$ cat config.mk
export PLATFORM = sky130hd
export DESIGN_NAME = uart_tx
export DESIGN_NICKNAME = d
export VERILOG_FILES = /design/src/rtl/uart_tx.sv
export SDC_FILE = /design/constraint.sdc
export NUM_CORES = 1
export LEC_CHECK = 0
export CORE_ASPECT_RATIO = 0.75
export CORE_MARGIN = 4
export CORE_UTILIZATION = 34
export DETAILED_ROUTE_END_ITERATION = 8
export GPL_TIMING_DRIVEN = 0
export SETUP_SLACK_MARGIN = 0.15
export SYNTH_ARGS = -nofsm -noshare
export SYNTH_HDL_FRONTEND = slang
export SYNTH_SLANG_ARGS = --single-unit
$ cat constraint.sdc
create_clock -name hwclk -period 1.7 [get_ports hwclk]
set_clock_uncertainty 0.15 [all_clocks]
set_input_delay 0.425 -clock hwclk [delete_from_list [all_inputs] [get_ports hwclk]]
set_output_delay 0.425 -clock hwclk [all_outputs]
set_load 0.02 [all_outputs]
$ cat src/rtl/uart_tx.sv
// 8N1 UART transmitter, one byte per valid/ready handshake, registered TX.
// Define UART_TX_PARITY_EN to insert an even-parity bit before the stop bit.
module uart_tx #(
    parameter int BAUD_RATE     = 9600,
    parameter int CLOCK_FREQ_HZ = 12000000
) (
    input  logic       hwclk,
    input  logic       rst_n,
    input  logic [7:0] tx_data,
    input  logic       tx_valid,
    output logic       tx_ready,
    output logic       busy,
    output logic       TX
);

    localparam int CLKS_PER_BIT = CLOCK_FREQ_HZ / BAUD_RATE;
    localparam int CW = $clog2(CLKS_PER_BIT);
    localparam logic [CW-1:0] LAST = CW'(CLKS_PER_BIT - 1);

    typedef enum logic [2:0] {
        S_IDLE,
        S_START,
        S_DATA,
`ifdef UART_TX_PARITY_EN
        S_PARITY,
`endif
        S_STOP
    } state_t;

    state_t          r_state;
    logic [CW-1:0]   r_baud_cnt;
    logic [2:0]      r_bit_cnt;
    logic [7:0]      r_data;
    logic            r_tx;

    state_t          w_state_nxt;
    logic [CW-1:0]   w_baud_nxt;
    logic [2:0]      w_bit_nxt;
    logic [7:0]      w_data_nxt;
    logic            w_tx_nxt;
    logic            w_boundary;
    logic            w_ready;
    logic            w_accept;

    assign w_ready    = (r_state == S_IDLE);
    assign w_accept   = tx_valid && w_ready;
    assign w_boundary = (r_baud_cnt == LAST);

    assign tx_ready = w_ready;
    assign busy     = !w_ready;
    assign TX       = r_tx;

    always_ff @(posedge hwclk or negedge rst_n) begin
        if (!rst_n) begin
            r_state    <= S_IDLE;
            r_baud_cnt <= '0;
            r_bit_cnt  <= '0;
            r_data     <= '0;
            r_tx       <= 1'b1;
        end else begin
            r_state    <= w_state_nxt;
            r_baud_cnt <= w_baud_nxt;
            r_bit_cnt  <= w_bit_nxt;
            r_data     <= w_data_nxt;
            r_tx       <= w_tx_nxt;
        end
    end

    // Next TX is computed one edge ahead so the pin itself is a flop.
    always_comb begin
        w_state_nxt = r_state;
        w_baud_nxt  = w_boundary ? '0 : r_baud_cnt + CW'(1);
        w_bit_nxt   = r_bit_cnt;
        w_data_nxt  = r_data;
        w_tx_nxt    = r_tx;
        unique case (r_state)
            S_IDLE: begin
                w_baud_nxt = '0;
                w_tx_nxt   = 1'b1;
                if (w_accept) begin
                    w_state_nxt = S_START;
                    w_data_nxt  = tx_data;
                    w_tx_nxt    = 1'b0;
                end
            end
            S_START: begin
                if (w_boundary) begin
                    w_state_nxt = S_DATA;
                    w_bit_nxt   = 3'd0;
                    w_tx_nxt    = r_data[0];
                end
            end
            S_DATA: begin
                if (w_boundary) begin
                    if (r_bit_cnt == 3'd7) begin
`ifdef UART_TX_PARITY_EN
                        w_state_nxt = S_PARITY;
                        w_tx_nxt    = ^r_data;
`else
                        w_state_nxt = S_STOP;
                        w_tx_nxt    = 1'b1;
`endif
                    end else begin
                        w_bit_nxt = r_bit_cnt + 3'd1;
                        w_tx_nxt  = r_data[r_bit_cnt + 3'd1];
                    end
                end
            end
`ifdef UART_TX_PARITY_EN
            S_PARITY: begin
                if (w_boundary) begin
                    w_state_nxt = S_STOP;
                    w_tx_nxt    = 1'b1;
                end
            end
`endif
            S_STOP: begin
                w_tx_nxt = 1'b1;
                if (w_boundary) begin
                    w_state_nxt = S_IDLE;
                end
            end
            default: begin
                w_state_nxt = S_IDLE;
                w_tx_nxt    = 1'b1;
            end
        endcase
    end

endmodule
==> After elaboration in Yosys (flattened, before gate mapping) <==
Index checks and enable logic that the tools add are counted.
{ "totals": {"regBits": 26, "latchBits": 0, "ramBits": 0, "rom_bits": 0, "out_inout_bits": 3, "memories": 0} }
{ "op_classes": {"add_sub_neg": 2, "multipliers": 0, "n_div": 0, "magnitude_cmp": 1, "eq_ne": 11, "shift": 0, "mux": 18, "n_bitwise": 0, "n_reduce_logical": 8} }
{ "ops": {"columns": ["operator", "n"], "rows": [
  ["11-bit 2-to-1 mux", 2],
  ["3-bit 2-to-1 mux", 7],
  ["3-bit case mux with 4 select lines", 1],
  ["11-bit by 1-bit adder with 11-bit output, second input constant", 1],
  ["11-bit == test, second input constant", 1],
  ["2-bit inequality test, second input constant", 5],
  ["3-bit by 2-bit == test with 1-bit output, second input constant", 2],
  ["3-bit case mux with 2 select lines", 1],
  ["1-bit 2-to-1 mux", 5],
  ["5-bit AND reduction", 1],
  ["3-bit by 4-bit < comparator with 1-bit output, second input constant", 1],
  ["2-bit AND reduction", 2],
  ["4-bit AND reduction", 1],
  ["3-bit by 1-bit adder with 3-bit output, second input constant", 1],
  ["1-bit binary-select mux with 3-bit select", 1],
  ["3-bit by 1-bit == test with 1-bit output, second input constant", 1],
  ["3-bit == test, second input constant", 1],
  ["3-bit logical NOT", 1],
  ["1-bit case mux with 3 select lines", 1],
  ["2-bit by 1-bit inequality test with 1-bit output, second input constant", 1],
  ["2-bit nonzero test", 1],
  ["1-bit logical AND", 1],
  ["1-bit logical NOT", 1]
]} }

==> Longest topological paths before layout <==
Gate-level depths: netlist of the first run.
{ "depth": {"ltp_word": 6, "mapped_depth": 7} }

==> Worst setup path before layout of the first run <==
No wires, ideal clock.
{ "synth_timing": {"kind": "flip-flop to flip-flop", "from": "register r_state[0]", "to": "register r_state[1]", "setup_ns": 0.125, "arrival_time_ns": 1.572, "slack_ns": -0.146, "stages_incl_launch_ff": 6, "n_path_buf": 0, "synth_period_minus_slack_ns": 1.846, "path_cell_list": "dfrtp_1 -> inv_1 -> ha_1 -> or3_1 -> a21oi_2 -> mux2_2"} }
{ "synth_via": {"elab_chain_len": 4} }
{ "synth_lines": {"columns": ["item", "line_no", "source"], "rows": [
  ["start: declaration", "30", "state_t r_state;"],
  ["start signal: assignment", "61", "r_state <= w_state_nxt;"],
  ["3-bit logical NOT", "45, 76", null],
  ["1-bit logical AND", "46", "assign w_accept = tx_valid && w_ready;"],
  ["2-bit by 1-bit inequality test with 1-bit output (no source line)", null, null],
  ["5-bit AND reduction (no source line)", null, null]
]} }
Parallel ways exist; a longest one is shown, timed or not.
A chain may end at the register's enable or synchronous reset.

==> Worst setup path in the final report of the first run <==
{ "layout_timing": {"from": "register r_baud_cnt[1]", "to": "register r_state[1]"} }
{ "layout_via": {"elab_chain_len": 3} }
{ "layout_lines": {"columns": ["item", "line_no", "source"], "rows": [
  ["start: declaration", "31", "logic [CW-1:0] r_baud_cnt;"],
  ["start signal: assignment", "62", "r_baud_cnt <= w_baud_nxt;"],
  ["11-bit == test *", "47", "assign w_boundary = (r_baud_cnt == LAST);"],
  ["2-bit inequality test (no source line)", null, null],
  ["5-bit AND reduction (no source line) *", null, null]
]} }
Every way passes the cells marked *; elsewhere a longest branch is shown, timed or not.

==> results of run 1 <==
[sequential cells by signal (all words and copies together), names as in the netlist]
register	flops
r_baud_cnt	11
r_data	8
r_state	2
r_bit_cnt	3
TX	1
[cell families after synthesis]
kind of cell	share of synthesized area, %
fa+ha+maj	8.46
buf+inv	1.79
mux	12.5
simple gates	18.0
xor+xnor	5.92
flops	47.1
compound gates	6.20
[worst reg2reg max path, stage by stage, from the launching register on]
cell      delay (ns)
dfrtp_1         0.38
inv_1           0.06
ha_2            0.17
and4bb_2        0.22
nand4_1         0.20
a21oi_2         0.25
mux2_4          0.31
[what timing repair did]
item	4_1_cts	5_1_grt
setup buffers	15	6
pin swaps	12	6
gates resized for setup	45	9
gates cloned	1	0
endpoints found under the setup margin	52	44
[final cells by class]
type                       count  area share [%]
buffer                         1           0.802
clock buffer                   3            2.20
clock inverter                 1           0.267
inverter                       5            1.14
multi-input combinational     88            42.7
sequential                    25            33.5
tap                           52            3.47
timing repair buffer          35            15.9
[cell usage after synthesis, types with 2 or more instances]
master	instances	area share (%)
nand3_1	6	2.3
inv_1	5	1.4
nand2_1	6	1.7
o21ai_0	6	2.3
mux4_2	2	3.4
o21ai_1	2	0.75
dfrtp_1	24	45
mux2_2	9	7.6
mux2i_1	2	1.5
nor3_1	4	1.5
nor2_1	15	4.2
xnor2_1	7	4.6
a22oi_1	2	1.1
ha_1	9	8.5
nand4_1	3	1.4
xor2_1	2	1.3
[worst max-delay path by stage]
stage	start	end	slack [ns]	cells past startpoint
6_report	r_baud_cnt[1]	r_state[1]	-0.14	6
5_1_grt	r_baud_cnt[1]	r_state[0]	-0.23	7
4_1_cts	r_state[1]	r_state[1]	-0.12	5
3_5_place_dp	rst_n	r_baud_cnt[10]	-0.28	1
3_3_place_gp	r_baud_cnt[1]	r_state[1]	-0.26	6
2_1_floorplan	r_baud_cnt[1]	r_state[1]	-0.08	6
[stage by stage]
step	utilization (%)	hold slack, ns	TNS, ns
2_1_floorplan	-	-0.0206	-0.0912
4_1_cts	48.7	0.361	-0.438
3_3_place_gp	42.0	0.333	-8.65
3_5_place_dp	42.0	0.340	-9.81
5_1_grt	50.5	0.0671	-2.15
6_report	50.5	0.00506	-0.871
[metal layers]
layer  routed length, um  part of all wire (%)  vias to the layer above
met5                   0                     0                        -
met4                  17                  0.59                        0
met3                 107                   3.7                        2
met2                1400                    48                       15
met1                1370                    47                      524
li1                    -                     -                      501
[power by group through the flow]
stage,registers [mW],clock network (mW),logic (mW)
floorplan,0.606,0,0.000306
global placement,0.606,0,0.0352
detailed placement,0.606,0,0.0359
CTS,0.594,0.370,0.0352
global route,0.594,0.399,0.0383
finish,0.594,0.350,0.0334
==> flow_summary.json, run 1 <==
{
  "grt_pass1_wl_um": 5090,
  "critPathKind": "reg2reg",
  "vias": 1042,
  "dp.cells": 184,
  "fin_total_pwr_uw": 978,
  "grtUsageMet3_pct": 3.76,
  "cts.clk_slew.worst_paths_ns": 0.09,
  "multi_input_area_sq_um": 800,
  "synth_area_per_cell_sq_um": 11.2,
  "io_buffers": 13,
  "critPathMaxStageDelay_ns": 0.38,
  "h-tree-depth": 1,
  "syn_area_sq_mm": 0.00133,
  "syn_nets": 139,
  "fin_crit_sh_pct": 108,
  "die_h_um": 62.2,
  "mostFrequentLayoutCell": "dfrtp_1",
  "critPathCaptureType": "flop",
  "crit_buf_inv": 1,
  "met2_usage_pct": 21.2,
  "clock_sink_count": 25,
  "drc": 0,
  "clock_power_share_pct": 35.8,
  "drive_gt1_share_pct": 46.2,
  "dr.pass1.iters": 4,
  "critPathRequiredTime_ns": 1.71,
  "violations": "negative setup slack",
  "pwr-share-seq_pct": 60.8,
  "area_delta_synth_final_pct": 40.7,
  "r2r_start": "r_baud_cnt[1]",
  "cts_buffer_depth": 2,
  "maxCapViolCount": 0,
  "internal_power_uw": 777,
  "ys.warnings.count": 0,
  "power_switching_share_pct": 20.5,
  "cts_root_buf": "clkbuf_8",
  "dieArea_sq_mm": 0.00499,
  "synthFlopType": "dfrtp_1",
  "dp_worst_setup_slack_ns": -0.279,
  "initial_core_util_pct": 35.9,
  "coreArea_sq_mm": 0.00371,
  "hold_path_class": "in2async",
  "fp-row-count": 19,
  "finalInstanceArea_sq_mm": 0.00187,
  "cts_made_buffers": 3,
  "synth_edf_count": 0,
  "io_pins": 14,
  "wl_per_cell_um": 13.8,
  "ys_seq_area_share_pct": 47.1,
  "cp_top_family": "simple AND/OR/NAND/NOR gates",
  "overflow": 0,
  "fin_crit_ns": 1.84,
  "power.density_mw_per_mm2": 522,
  "routed_wl_um": 2890,
  "irDropWorstVdd_mv": 0.339,
  "tightest_slew_ns": 0.618,
  "final_cells": 210,
  "combPwrFrac_pct": 3.4,
  "fmax_ghz": 0.542,
  "path_cells": "inv_1 -> ha_2 -> and4bb_2 -> nand4_1 -> a21oi_2 -> mux2_4",
  "antenna_found_initial": 0,
  "grtUsageTotal_pct": 12.6,
  "seqCellArea_sq_um": 628,
  "place_congestion": 0.872,
  "syn_inst": 119,
  "cp.arrival_ns": 1.86,
  "outcome": "complete, but fails checks",
  "worstPathMaxFanout": 3,
  "gr-usage-met1_pct": 16.1,
  "r2r_slack_ns": -0.14,
  "ys_ff_latch": 25,
  "clk_latency_ns": 0.27,
  "leakage_nw": 0.772,
  "setup_viol": 17,
  "ant_nets": 0,
  "drt-initial-drc-count": 93,
  "grt_max_degree": 26,
  "drv_slew": 0,
  "diodes": 0,
  "finalWorstSetupSlack_ns": -0.144,
  "grt_pass1_vias": 1145,
  "rr_worst_depth": 6,
  "cts_tree": "built",
  "busiest_layer": "met2",
  "hpwlAfterDp_um": 1930,
  "r2r-end": "r_state[1]",
  "dpl_cell_area_sq_mm": 0.00156,
  "grt_setup_unrepaired": "yes",
  "ys_async_sr_fraction_pct": 100,
  "hold_viol": 0,
  "fill_cells": 325,
  "crit_path_top_delay_cell": "dfrtp_1",
  "die_x_um": 80.3,
  "final_cell_mix": "dfrtp_1, buf_4, clkdlybuf4s50_1",
  "yosysUniqueCellTypes": 31,
  "final_nets": 179,
  "slew_headroom_pct": 58.8,
  "power.switching_uw": 201,
  "postCtsHoldBufs": 0,
  "vias_per_cell": 4.96,
  "critPathLaunchType": "flop"
}
Note: power is estimated with default switching activity, not from simulation.
==> run 2, diff against run 1 <==
==> constraint.sdc (replaced) <==
create_clock -name hwclk -period 2.15 [get_ports hwclk]
set_clock_uncertainty 0.15 [all_clocks]
set_input_delay 0.5375 -clock hwclk [delete_from_list [all_inputs] [get_ports hwclk]]
set_output_delay 0.5375 -clock hwclk [all_outputs]
set_load 0.02 [all_outputs]
==> run 2 against run 1 <==
Against the previous run:
- the run now ends clean
- count of clock-buffer cells in the layout did not move
- core utilization fell by 5.9 points
- final cell count fell by 7.6%
- combinational power fell by 19%
- setup slack improved by 0.34 ns
- via count fell by 7.0%
- critical path depth fell by 1
- maximum frequency fell by 5.5%
- final area fell by 12%
==> flow_summary.json, run 2 (synthesis results as in run 1) <==
{
  "outcome": "completed",
  "wl_per_cell_um": 13.4,
  "slew_headroom_pct": 26.7,
  "vias": 969,
  "cts_buffer_depth": 2,
  "setup_viol": 0,
  "top_regs": "r_baud_cnt (11), r_data (8), r_bit_cnt (3)",
  "overflow": 0,
  "diodes": 0,
  "critPathKind": "reg2reg",
  "finalWorstSetupSlack_ns": 0.199,
  "dr.pass1.iters": 4,
  "cts_made_buffers": 3,
  "cts.clk_slew.worst_paths_ns": 0.09,
  "dp_worst_setup_slack_ns": -0.0654,
  "wl_met3_um": 98,
  "critPathRequiredTime_ns": 2.16,
  "critPathCaptureType": "flop",
  "internal_power_uw": 617,
  "fp-row-count": 19,
  "r2r_start": "r_state[1]",
  "grt_pass1_vias": 977,
  "dieArea_sq_mm": 0.00499,
  "mostFrequentLayoutCell": "dfrtp_1",
  "place_congestion": 0.846,
  "area_delta_synth_final_pct": 24.3,
  "maxUsedRoutingLayer": "met4",
  "multi_input_area_sq_um": 718,
  "tightest_slew_ns": 1.10,
  "pwr-share-seq_pct": 60.3,
  "power.density_mw_per_mm2": 471,
  "power.switching_uw": 162,
  "fmax_ghz": 0.513,
  "fin_crit_ns": 1.95,
  "final_cells": 194,
  "hpwlAfterDp_um": 1910,
  "hold_path_class": "in2async",
  "drv_slew": 0,
  "antenna_found_initial": 0,
  "fin_total_pwr_uw": 779,
  "critPathLaunchType": "flop",
  "drc": 0,
  "coreArea_sq_mm": 0.00371,
  "initial_core_util_pct": 35.9,
  "largest_reg_flops": 11,
  "vias_per_cell": 4.99,
  "clock_sink_count": 25,
  "worstPathMaxFanout": 7,
  "die_x_um": 80.3,
  "io_buffers": 13,
  "leakage_nw": 0.698,
  "seqCellArea_sq_um": 628,
  "clock_power_share_pct": 36.2,
  "cts_root_buf": "clkbuf_8",
  "final_util_pct": 44.6,
  "die_h_um": 62.2,
  "maxCapViolCount": 0,
  "met1_length_um": 1250,
  "postCtsHoldBufs": 0,
  "routed_wl_um": 2600,
  "h-tree-depth": 1,
  "fin_crit_sh_pct": 90.8,
  "cp.arrival_ns": 1.96,
  "ant_nets": 0,
  "grt_pass1_wl_um": 4590,
  "hold_viol": 0,
  "wl_met2_um": 1220,
  "drive_gt1_share_pct": 24.6,
  "fill_cells": 367,
  "irDropWorstVdd_mv": 0.294,
  "regMostFlops": "r_baud_cnt",
  "io_pins": 14,
  "grt_max_degree": 26,
  "setup_tns_ns": 0,
  "cts_tree": "built",
  "dp.cells": 184,
  "power_switching_share_pct": 20.8,
  "combPwrFrac_pct": 3.5,
  "grt_setup_unrepaired": "yes",
  "final_cell_mix": "dfrtp_1, nor2_1, clkdlybuf4s50_1",
  "clk_latency_ns": 0.27,
  "grtUsageTotal_pct": 11.5,
  "drt-initial-drc-count": 51,
  "final_nets": 163,
  "startpoint": "r_state[1]"
}
==> run 2: cell types whose count changed in the layout (fill, tap and decap cells not counted), sizes merged <==
cell           before  now
buf                26    8
clkbuf              4    3
clkdlybuf4s15       0    1
clkinv              1    0
clkinvlp            0    1
dlygate4sd2         0    1
dlymetal6s2s        0    1
==> run 2: path summary, 6_finish.rpt <==
| kind | slack (ns) | endpoint | cells past startpoint |
|---|---|---|---|
| worst min-delay path | 0.32 | r_baud_cnt[0] | 1 |
| max in group asynchronous | 0.80 | r_bit_cnt[0] | 1 |
| min in group hwclk | 0.36 | r_data[4] | 1 |
| worst max register to register | 0.20 | r_state[1] | 5 |
| worst max-delay path | 0.20 | r_state[1] | 5 |
| worst min register to register | 0.36 | r_data[4] | 1 |
==> run 2: layout make-up <==
cell class,instances,area share [%]
Buffer,1,0.302
Clock buffer,3,2.49
Clock inverter,1,0.454
Inverter,5,1.13
Multi-Input combinational cell,88,43.4
Sequential cell,25,37.9
Tap cell,52,3.93
Timing Repair Buffer,19,10.4
==> run 2: worst max-delay path, cell delays in order (launching register included) <==
cell,delay (ns)
dfrtp_1,0.39
buf_4,0.15
ha_1,0.26
or3_1,0.39
a21oi_2,0.19
mux2_4,0.32
==> run 2: what timing repair did <==
action / in CTS / in global routing
endpoints found under the setup margin: 5 / 14
pin swaps: 0 / 2
gates resized for setup: 6 / 10
cloned: 0 / 0
buffers inserted: 3 / 3
==> run 2: through the flow <==
step / hold WS [ns] / cell area [sq um]
4_1_cts: 0.370 / 1600
3_3_place_gp: 0.339 / 1530
2_1_floorplan: 0.0919 / 1330
5_1_grt: 0.388 / 1660
3_5_place_dp: 0.347 / 1530
6_report: 0.315 / 1660
==> run 2: metal layers <==
layer | GRT usage, % | vias to the layer above
met2 | 17.4 | 17
met1 | 16.2 | 479
li1 | - | 469
met5 | 0 | -
met4 | 3.38 | 0
met3 | 2.75 | 4
==> run 2: power groups by stage <==
stage                     logic [mW]  registers, mW  clock network [mW]
after floorplan             0.000242          0.479                   0
after global placement        0.0274          0.479                   0
after detailed placement      0.0285          0.479                   0
after CTS                     0.0285          0.470               0.300
after global routing          0.0309          0.470               0.316
final                         0.0271          0.470               0.282
